===== src/rtl/ita_defines.v =====
// ITA timer peripheral constants: register offsets, CTRL bits, FSM encodings, reset values.
`ifndef ITA_DEFINES_V
`define ITA_DEFINES_V

`define ITA_OFF_CTRL        8'h00
`define ITA_OFF_STATUS      8'h04
`define ITA_OFF_COUNT       8'h08
`define ITA_OFF_COMPARE     8'h0C
`define ITA_OFF_SCRATCH     8'h10

`define ITA_CTRL_EN         0
`define ITA_CTRL_IRQ_EN     1
`define ITA_CTRL_RELOAD     2

`define ITA_ST_IDLE         2'b00
`define ITA_ST_WAIT         2'b01
`define ITA_ST_RESP         2'b10

`define ITA_COMPARE_RST     32'hFFFF_FFFF

`endif


===== src/rtl/mcu_defines.v =====
// MCU-wide bus widths shared by every peripheral on the ITA fabric.
`ifndef MCU_DEFINES_V
`define MCU_DEFINES_V

`define XLEN    32
`define PC_SIZE 32

`endif


===== src/rtl/ita_periph_resp_pkg.sv =====
// Shared types, constants and the register-window decoder for the ITA timer peripheral.
`include "mcu_defines.v"
`include "ita_defines.v"

package ita_periph_resp_pkg;

    localparam int XLEN = `XLEN;
    localparam int AW   = `PC_SIZE;

    localparam logic [1:0] ST_IDLE = `ITA_ST_IDLE;
    localparam logic [1:0] ST_WAIT = `ITA_ST_WAIT;
    localparam logic [1:0] ST_RESP = `ITA_ST_RESP;

    localparam int CTRL_EN     = `ITA_CTRL_EN;
    localparam int CTRL_IRQ_EN = `ITA_CTRL_IRQ_EN;
    localparam int CTRL_RELOAD = `ITA_CTRL_RELOAD;

    localparam logic [AW-1:0] OFF_CTRL    = AW'(`ITA_OFF_CTRL);
    localparam logic [AW-1:0] OFF_STATUS  = AW'(`ITA_OFF_STATUS);
    localparam logic [AW-1:0] OFF_COUNT   = AW'(`ITA_OFF_COUNT);
    localparam logic [AW-1:0] OFF_COMPARE = AW'(`ITA_OFF_COMPARE);
    localparam logic [AW-1:0] OFF_SCRATCH = AW'(`ITA_OFF_SCRATCH);

    localparam logic [XLEN-1:0] COMPARE_RST = XLEN'(`ITA_COMPARE_RST);

    typedef enum logic [2:0] {
        SEL_CTRL,
        SEL_STATUS,
        SEL_COUNT,
        SEL_COMPARE,
        SEL_SCRATCH,
        SEL_NONE
    } reg_sel_e;

    typedef struct packed {
        logic            wr;
        logic            rd;
        logic [AW-1:0]   addr;
        logic [XLEN-1:0] wdata;
    } ita_req_t;

    // Byte lanes within a word are ignored; anything past SCRATCH is unmapped.
    function automatic reg_sel_e decode_offset(input logic [AW-1:0] offset);
        logic [AW-3:0] word;
        reg_sel_e      sel;
        word = offset[AW-1:2];
        sel  = SEL_NONE;
        if (word == OFF_CTRL[AW-1:2])         sel = SEL_CTRL;
        else if (word == OFF_STATUS[AW-1:2])  sel = SEL_STATUS;
        else if (word == OFF_COUNT[AW-1:2])   sel = SEL_COUNT;
        else if (word == OFF_COMPARE[AW-1:2]) sel = SEL_COMPARE;
        else if (word == OFF_SCRATCH[AW-1:2]) sel = SEL_SCRATCH;
        return sel;
    endfunction

endpackage


===== src/rtl/ita_timer_core.sv =====
// Free-running COUNT with COMPARE match detection and optional auto-reload.
`include "mcu_defines.v"
`include "ita_defines.v"

module ita_timer_core
    import ita_periph_resp_pkg::*;
(
    input  logic            clk,
    input  logic            rst_n,
    input  logic            en_i,
    input  logic            reload_i,
    input  logic            cnt_we_i,
    input  logic            cmp_we_i,
    input  logic [XLEN-1:0] wdata_i,
    output logic [XLEN-1:0] count_o,
    output logic [XLEN-1:0] compare_o,
    output logic            match_o
);

    logic [XLEN-1:0] count_q;
    logic [XLEN-1:0] count_d;
    logic [XLEN-1:0] compare_q;
    logic [XLEN-1:0] compare_d;
    logic            match;

    assign match = en_i && (count_q == compare_q);

    // A bus write to COUNT takes priority over both increment and reload.
    always_comb begin
        count_d = count_q;
        if (cnt_we_i) begin
            count_d = wdata_i;
        end else if (en_i) begin
            if (match && reload_i) begin
                count_d = '0;
            end else begin
                count_d = count_q + XLEN'(1);
            end
        end
    end

    always_comb begin
        compare_d = compare_q;
        if (cmp_we_i) begin
            compare_d = wdata_i;
        end
    end

    always_ff @(posedge clk or negedge rst_n) begin
        if (!rst_n) begin
            count_q   <= '0;
            compare_q <= COMPARE_RST;
        end else begin
            count_q   <= count_d;
            compare_q <= compare_d;
        end
    end

    assign count_o   = count_q;
    assign compare_o = compare_q;
    assign match_o   = match;

endmodule


===== src/rtl/ita_periph_resp.sv =====
// ITA slave front-end for the timer peripheral: request FSM, register decode, CTRL/STATUS/SCRATCH.
// Define ITA_RESP_WAIT_EN to insert one WAIT state before the response (latency 2 instead of 1).
`include "mcu_defines.v"
`include "ita_defines.v"

module ita_periph_resp
    import ita_periph_resp_pkg::*;
#(
    parameter logic [`PC_SIZE-1:0] BASE_ADDR = 32'h4000_0000
) (
    input  logic                clk,
    input  logic                rst_n,
    input  logic                ita_i_valid,
    input  logic                ita_i_wr,
    input  logic                ita_i_rd,
    input  logic [`PC_SIZE-1:0] ita_i_addr,
    input  logic [`XLEN-1:0]    ita_i_wdata,
    output logic [`XLEN-1:0]    ita_o_rdata,
    output logic                ita_o_ready,
    output logic                irq_o
);

    logic [1:0]      state_q;
    logic [1:0]      state_d;
    ita_req_t        req_q;
    ita_req_t        req_d;

    logic [2:0]      ctrl_q;
    logic [2:0]      ctrl_d;
    logic            status_q;
    logic            status_d;
    logic [XLEN-1:0] scratch_q;
    logic [XLEN-1:0] scratch_d;

    logic [AW-1:0]   offset;
    reg_sel_e        sel;
    logic            in_resp;
    logic            do_wr;
    logic            do_rd;
    logic            we_ctrl;
    logic            we_status;
    logic            we_count;
    logic            we_compare;
    logic            we_scratch;

    logic [XLEN-1:0] count;
    logic [XLEN-1:0] compare;
    logic            match;
    logic [XLEN-1:0] rdata;

    // Request FSM; a valid seen in RESP is dropped because only IDLE samples.
    always_comb begin
        state_d = state_q;
        req_d   = req_q;
        case (state_q)
            ST_IDLE: begin
                if (ita_i_valid) begin
                    req_d.wr    = ita_i_wr;
                    req_d.rd    = ita_i_rd;
                    req_d.addr  = ita_i_addr;
                    req_d.wdata = ita_i_wdata;
`ifdef ITA_RESP_WAIT_EN
                    state_d     = ST_WAIT;
`else
                    state_d     = ST_RESP;
`endif
                end
            end
            ST_WAIT: state_d = ST_RESP;
            ST_RESP: state_d = ST_IDLE;
            default: state_d = ST_IDLE;
        endcase
    end

    always_ff @(posedge clk or negedge rst_n) begin
        if (!rst_n) begin
            state_q <= ST_IDLE;
            req_q   <= '0;
        end else begin
            state_q <= state_d;
            req_q   <= req_d;
        end
    end

    // Addresses below BASE_ADDR wrap to huge offsets and decode as unmapped.
    assign offset  = req_q.addr - BASE_ADDR;
    assign sel     = decode_offset(offset);
    assign in_resp = (state_q == ST_RESP);
    assign do_wr   = in_resp && req_q.wr;
    assign do_rd   = in_resp && req_q.rd && !req_q.wr;

    assign we_ctrl    = do_wr && (sel == SEL_CTRL);
    assign we_status  = do_wr && (sel == SEL_STATUS);
    assign we_count   = do_wr && (sel == SEL_COUNT);
    assign we_compare = do_wr && (sel == SEL_COMPARE);
    assign we_scratch = do_wr && (sel == SEL_SCRATCH);

    ita_timer_core u_timer_core (
        .clk       (clk),
        .rst_n     (rst_n),
        .en_i      (ctrl_q[CTRL_EN]),
        .reload_i  (ctrl_q[CTRL_RELOAD]),
        .cnt_we_i  (we_count),
        .cmp_we_i  (we_compare),
        .wdata_i   (req_q.wdata),
        .count_o   (count),
        .compare_o (compare),
        .match_o   (match)
    );

    always_comb begin
        ctrl_d    = we_ctrl ? req_q.wdata[2:0] : ctrl_q;
        scratch_d = we_scratch ? req_q.wdata : scratch_q;
        // A hardware match in the same cycle beats a W1C clear.
        if (match) begin
            status_d = 1'b1;
        end else if (we_status && req_q.wdata[0]) begin
            status_d = 1'b0;
        end else begin
            status_d = status_q;
        end
    end

    always_ff @(posedge clk or negedge rst_n) begin
        if (!rst_n) begin
            ctrl_q    <= '0;
            status_q  <= 1'b0;
            scratch_q <= '0;
        end else begin
            ctrl_q    <= ctrl_d;
            status_q  <= status_d;
            scratch_q <= scratch_d;
        end
    end

    always_comb begin
        rdata = '0;
        if (do_rd) begin
            case (sel)
                SEL_CTRL:    rdata = {{(XLEN-3){1'b0}}, ctrl_q};
                SEL_STATUS:  rdata = {{(XLEN-1){1'b0}}, status_q};
                SEL_COUNT:   rdata = count;
                SEL_COMPARE: rdata = compare;
                SEL_SCRATCH: rdata = scratch_q;
                default:     rdata = '0;
            endcase
        end
    end

    assign ita_o_rdata = rdata;
    assign ita_o_ready = in_resp;
    assign irq_o       = status_q && ctrl_q[CTRL_IRQ_EN];

endmodule


===== config.mk =====
export PLATFORM = sky130hd
export DESIGN_NAME = ita_periph_resp
export DESIGN_NICKNAME = d
export VERILOG_FILES = /design/src/rtl/ita_periph_resp_pkg.sv /design/src/rtl/ita_timer_core.sv /design/src/rtl/ita_periph_resp.sv
export VERILOG_INCLUDE_DIRS = /design/src /design/src/rtl
export SDC_FILE = /design/constraint.sdc
export NUM_CORES = 1
export LEC_CHECK = 0
export CAP_MARGIN = 5
export CELL_PAD_IN_SITES_DETAIL_PLACEMENT = 2
export CELL_PAD_IN_SITES_GLOBAL_PLACEMENT = 2
export CORE_MARGIN = 5
export CORE_UTILIZATION = 36
export DETAILED_ROUTE_END_ITERATION = 7
export PLACE_DENSITY_LB_ADDON = 0.1
export SLEW_MARGIN = 10
export SYNTH_ARGS = -nofsm -noshare
export SYNTH_HDL_FRONTEND = slang
export SYNTH_SLANG_ARGS = --single-unit

===== constraint.sdc =====
create_clock -name clk -period 2.9 [get_ports clk]
set_input_delay 0.435 -clock clk [delete_from_list [all_inputs] [get_ports clk]]
set_output_delay 0.435 -clock clk [all_outputs]
set_load 0.03 [all_outputs]

==> flow_summary_export.csv, run 1 <==
group,metric,value,unit
route,vias,7059,
route,wl_met3,1.12,mm
route,met2WireLength,16.2,mm
die,rows,56,
sta,setup_violations,64,
placed_design,dpl.cell_count,1236,
sta,skew,12.6,ps
cells_and_area,fin_nets,1029,
route,wl_per_cell,24.0,um
clock_tree,cts.sinks,165,
worst_setup_path,r2r_setup_slack,-80,ps
pwr,p_leak,4.99,nW
sta,timing.final.crit_period,3330,ps
clock_tree,cts_buffer_depth,2,
synth,yosys.area.top_type,"dfrtp_1",
sta,post-route-period-util,115,%
worst_setup_path,crit_start,"req_q[45]$_DFFE_PN0P_",
grt,grt_pass1_vias,8205,
die,start_util,36.3,%
cells_and_area,finalNonFillerCells,1291,
worst_setup_path,worstPathRequired,2470,ps
synth,synth_seq_area_share,49.2,%
synth,synth_ff_type,"dfrtp_1",
placed_design,place.gp.congestion,0.841,
worst_setup_path,critical_path_class,"reg2out",
synth,yosysTopAreaCellShare,39.3,%
clock_tree,clk_latency,440,ps
die,core_area,23300,sq um
cells_and_area,syn2layout_area_growth,37.3,%
placed_design,place_hpwl,19.0,mm
worst_setup_path,rr_startpoint,"req_q[45]$_DFFE_PN0P_",
sta,drv_slew,0,
hold_path,min-delay-path-class,"in2async",
cells_and_area,drive_gt1_share,37.9,%
worst_setup_path,critPathCaptureType,"output port",
synth,synthTopCellsByArea,"dfrtp_1, mux2_2, dfstp_2",
synth,synth-edff-count,0,
synth,async_flop_share,100,%
grt,antenna_found_initial,0,
worst_setup_path,critical_path.endpoint,"ita_o_rdata[2]",
pwr,ir_worst_vdd,0.260,mV
cells_and_area,final_core_util,49.8,%
route,drc,0,
synth,ys_warn_count,0,
sta,finalHoldViolations,0,
placed_design,place.port_buffers,100,
placed_design,pre_cts_slack,-45.5,ps
cells_and_area,layout_common_cells,"dfrtp_1, mux2_2, nand2_1, clkdlybuf4s50_1, nor2_1",
sta,slew_headroom,65.3,%
pwr,p_total,5.23,mW
worst_setup_path,arrival,2890,ps
sta,hold_ws,506,ps
die,io_pins,103,
run_status,outcome,"complete, but fails checks",
route,first_pass_iters,4,
worst_setup_path,cp_cell_sequence,"or4_4, nor3_4, buf_4, nand4_4, buf_12, nand2_1, a21oi_2, a21oi_2, a211oi_2, buf_4",
cells_and_area,final_common_cell,"dfrtp_1",
route,postRouteAntennaNets,0,
clock_tree,clock-root-buffer,"clkbuf_16",
run,cap_violations,0,
worst_setup_path,critPathLaunchType,"register",
synth,synth_cell_type_count,48,
sta,clock.fmax,300,MHz
synth,synth-seq-cells,165,
sta,worst-slew-pin-transition,516,ps
route,drt_iter0_drc,326,
route,viasPerCell,5.47,
grt,grt_pass1_wl,47.6,mm
pwr,power_density,449,nW/um^2
worst_setup_path,r2r_end,"scratch_q[9]$_DFFE_PN0P_",
cells_and_area,antenna_cells,0,
clock_tree,path_clk_slew,80,ps
grt,grt_max_degree,68,
clock_tree,cts-htree-levels,4,
sta,rsz0062_at_grt,"yes",
worst_setup_path,ff2ff_path_depth,9,
sta,setup_ws,-428,ps
die,die_y,163,um
synth,syn_nets,902,
clock_tree,cts_tree,"done",
run_status,violations,"negative setup slack",
worst_setup_path,cp_slowest_cell,"or4_4",
worst_setup_path,path_max_fanout,9,
route,wl,31.0,mm
worst_setup_path,cp_slowest_stage_delay,570,ps
synth,avgSynthCellArea,10.2,sq um
grt,grt-ovfl-total,0,
die,die-area,26700,sq um
route,top_layer_used,"met4",
synth,synthesis.instances,832,
die,die-width,163,um
clock_tree,cts_buffers,17,
grt,grt.total_usage,23.1,%
synth,syn_area,8470,sq um
route,wirelength_met1,13.0,mm
==> per-stage QoR <==
step / setup TNS [ps] / instance area, sq um
floorplan: -88.7 / 8480
global placement: 0 / 10300
detailed placement: -230 / 10300
CTS: -11550 / 11500
global route: -18090 / 11600
finish: -13600 / 11600
==> cell type report <==
cell class / instances / area [sq um]
multi-input combinational: 603 / 4380
inverter: 6 / 22.5
tap: 319 / 399
clock inverter: 15 / 155
clock buffer: 17 / 425
timing repair buffer: 166 / 2080
fill: 2310 / 11700
sequential: 165 / 4170
==> flip-flops by register name, summed over array words and instances, names as in the netlist <==
name and flops:
req_q 64, status_q 1, scratch_q 32, u_timer_core.compare_o 32, state_q 1, u_timer_core.count_o 32, ctrl_q 3
==> Yosys cell counts (19+ instances only) <==
cell type / number
buf_2: 20
dfstp_2: 32
o21ai_0: 28
xor2_1: 31
nor4_1: 19
clkbuf_1: 34
a22oi_1: 32
dfrtp_1: 133
nor2_1: 86
nand2_1: 120
mux2_2: 124
a21oi_1: 49
==> critical path: cells and delay by family (launching register included) <==
family / cells / cell delay (ps)
buffers and inverters: 3 / 600
flip-flops: 1 / 390
AO/OA/AOI/OAI: 3 / 380
AND/OR/NAND/NOR: 4 / 1090
==> timing repair <==
| item | CTS | global route |
|---|---|---|
| resized for setup | 92 | 12 |
| buffers inserted | 11 | 5 |
| hold buffers | 1 | 0 |
| pin swaps | 32 | 32 |
| endpoints found under the setup margin | 35 | 74 |
| gates cloned | 5 | 4 |
| endpoints found under the hold margin | 33 | 0 |
==> worst min path at each step <==
stage,start,to,slack [ps],depth (start not counted)
3_5_place_dp,rst_n,req_q[7]$_DFFE_PN0P_,420,1
3_3_place_gp,rst_n,req_q[7]$_DFFE_PN0P_,410,1
4_1_cts,req_q[62]$_DFFE_PN0P_,req_q[62]$_DFFE_PN0P_,510,1
6_report,rst_n,req_q[7]$_DFFE_PN0P_,510,2
5_1_grt,req_q[62]$_DFFE_PN0P_,req_q[62]$_DFFE_PN0P_,530,1
2_1_floorplan,rst_n,ctrl_q[0]$_DFFE_PN0P_,140,0
==> layer usage <==
layer  vias to the layer above  global-route usage [%]
li1                       3191                       -
met1                      3689                    28.1
met2                       137                    40.3
met3                        42                    4.52
met4                         0                    9.19
met5                         -                       0
==> report_power, final <==
part	total [mW]	internal, mW	switching (mW)
Combinational	0.373	0.222	0.151
Clock	2.28	1.16	1.12
Sequential	2.57	2.44	0.138
==> cells by family (layout without fill, tap and decap cells) <==
kind of cell | after synthesis | in the layout | share of synthesized area, %
simple gates | 310 | 310 | 17.4
flops | 165 | 165 | 49.2
mux | 130 | 130 | 17.3
compound gates | 129 | 129 | 9.31
buf+inv | 64 | 204 | 3.22
xor+xnor | 33 | 33 | 3.41
fa+ha+maj | 1 | 1 | 0.148
Note: power is estimated with default switching activity, not from simulation.
==> run 2, diff against run 1 <==
Settings changed: CORE_UTILIZATION 36 to 37, CTS_BUF_LIST set to sky130_fd_sc_hd__clkbuf_4, CTS_CLUSTER_DIAMETER set to 100, SKIP_LAST_GASP set to 1.
==> flow_summary_export.csv, run 2 (same netlist as run 1, synthesis figures left out) <==
group,metric,value,unit
route,drt_iter0_drc,303,
clock_tree,cts.sinks,165,
route,drc,0,
die,die-width,161,um
run_status,outcome,"complete, but fails checks",
pwr,p_total,4.48,mW
sta,finalHoldViolations,0,
placed_design,postPlaceCellArea,10200,sq um
placed_design,place.port_buffers,100,
die,die_y,161,um
grt,grt.total_usage,21.8,%
placed_design,place_hpwl,18.6,mm
sta,drv_slew,0,
clock_tree,cts_tree,"done",
grt,antenna_found_initial,1,
cells_and_area,syn2layout_area_growth,32.4,%
grt,grt-busiest-layer,"met2",
worst_setup_path,arrival,3040,ps
cells_and_area,final_common_cell,"dfrtp_1",
cells_and_area,fillers,2260,
worst_setup_path,path_max_fanout,5,
sta,timing.final.crit_period,3480,ps
clock_tree,clk_latency,610,ps
sta,setup_violations,32,
route,postRouteAntennaNets,0,
clock_tree,cts_buffer_depth,2,
placed_design,place.gp.congestion,0.808,
sta,post-route-period-util,120,%
worst_setup_path,critPathCaptureType,"output port",
worst_setup_path,critical_path_class,"reg2out",
route,vias,7023,
run,cap_violations,0,
sta,hold_ws,333,ps
grt,grt_pass1_vias,7826,
die,core_area,22600,sq um
sta,clock.fmax,288,MHz
worst_setup_path,cp_slowest_stage_delay,550,ps
sta,worst-slew-pin-transition,629,ps
route,first_pass_iters,4,
route,wl,29.6,mm
cells_and_area,final_core_util,49.7,%
cells_and_area,drive_gt1_share,36.3,%
sta,slew_headroom,57.7,%
worst_setup_path,worstPathRequired,2470,ps
pwr,ir_worst_vdd,0.222,mV
cells_and_area,largest_register_ffs,64,
worst_setup_path,cp_common_cell,"buf_12",
sta,rsz0062_at_grt,"yes",
die,io_pins,103,
clock_tree,cts-htree-levels,4,
cells_and_area,fin_nets,1021,
hold_path,min-delay-path-class,"in2async",
clock_tree,path_clk_slew,180,ps
grt,met3_usage,4.26,%
route,viasPerCell,5.62,
grt,grt_max_degree,73,
cells_and_area,largest-register,"req_q",
worst_setup_path,cp_cell_sequence,"or4_4, nor3_4, and4b_2, buf_6, o2111ai_4, buf_12, a211oi_4, buf_12",
grt,met1_usage,27.4,%
die,rows,55,
cells_and_area,layout_common_cells,"dfrtp_1, mux2_2, nand2_1, clkdlybuf4s50_1, nor2_1",
clock_tree,clock-root-buffer,"clkbuf_4",
die,start_util,37.5,%
die,die-area,26000,sq um
worst_setup_path,critPathLaunchType,"register",
pwr,power_density,399,nW/um^2
route,wl_per_cell,23.7,um
pwr,p_leak,4.81,nW
grt,met2_usage,38.1,%
sta,setup_ws,-576,ps
clock_tree,cts_buffers,17,
grt,grt-ovfl-total,0,
cells_and_area,final_cell_area,11200,sq um
sta,skew,34.7,ps
run_status,violations,"negative setup slack",
grt,grt_pass1_wl,44.6,mm
worst_setup_path,cp_slowest_cell,"or4_4",
run 2: cell type report:
class | count | area (sq um) | share of cell area [%]
Antenna cell | 1 | 2.50 | 0.0223
Clock buffer | 17 | 128 | 1.14
Clock inverter | 15 | 198 | 1.76
Inverter | 6 | 22.5 | 0.201
Multi-Input combinational cell | 603 | 4360 | 38.8
Sequential cell | 165 | 4170 | 37.2
Tap cell | 285 | 357 | 3.18
Timing Repair Buffer | 158 | 1980 | 17.7
run 2: layer usage:
metal | share of wire, % | vias up
met3 | 3.5 | 40
li1 | - | 3174
met5 | 0 | -
met4 | 2.4 | 0
met2 | 52 | 122
met1 | 42 | 3687
run 2: critical path, delay by kind of cell (launching register included):
family                 cells  cell delay [ps]
AND/OR/NAND/NOR            3             1070
buffers and inverters      3              500
AO/OA/AOI/OAI              2              450
flip-flops                 1              410
run 2: power breakdown:
part | switching (mW) | internal (mW)
registers | 0.138 | 2.44
logic | 0.141 | 0.216
clock network | 1.05 | 0.499
run 2: repair_timing:
action	4_1_cts	5_1_grt
endpoints found under the setup margin	38	64
pin swaps	21	21
hold buffers	1	0
gates resized for setup	55	42
setup buffers	8	1
cloned	4	5
hold endpoints to repair	40	0
run 2: per-stage QoR:
step / TNS (ps) / setup slack, ps / std cells
finish: -16710 / -576 / 1250
global route: -22000 / -730 / 1250
CTS: -18710 / -626 / 1243
detailed placement: -59.7 / -51.3 / 1198
global placement: 0 / 52.6 / 1198
floorplan: -88.7 / -8.87 / 832
run 2: final timing paths:
path | from | endpoint | slack [ps] | cells after the start
min | rst_n | scratch_q[7]$_DFFE_PN0P_ | 330 | 2
max in group asynchronous | rst_n | u_timer_core.compare_o[15]$_DFFE_PN1P_ | 1730 | 3
max reg2reg | req_q[49]$_DFFE_PN0P_ | u_timer_core.count_o[3]$_DFFE_PN0P_ | 40 | 9
min in group clk | ita_i_addr[3] | req_q[35]$_DFFE_PN0P_ | 410 | 3
max | req_q[45]$_DFFE_PN0P_ | ita_o_rdata[2] | -580 | 8
min reg2reg | scratch_q[4]$_DFFE_PN0P_ | scratch_q[4]$_DFFE_PN0P_ | 520 | 1
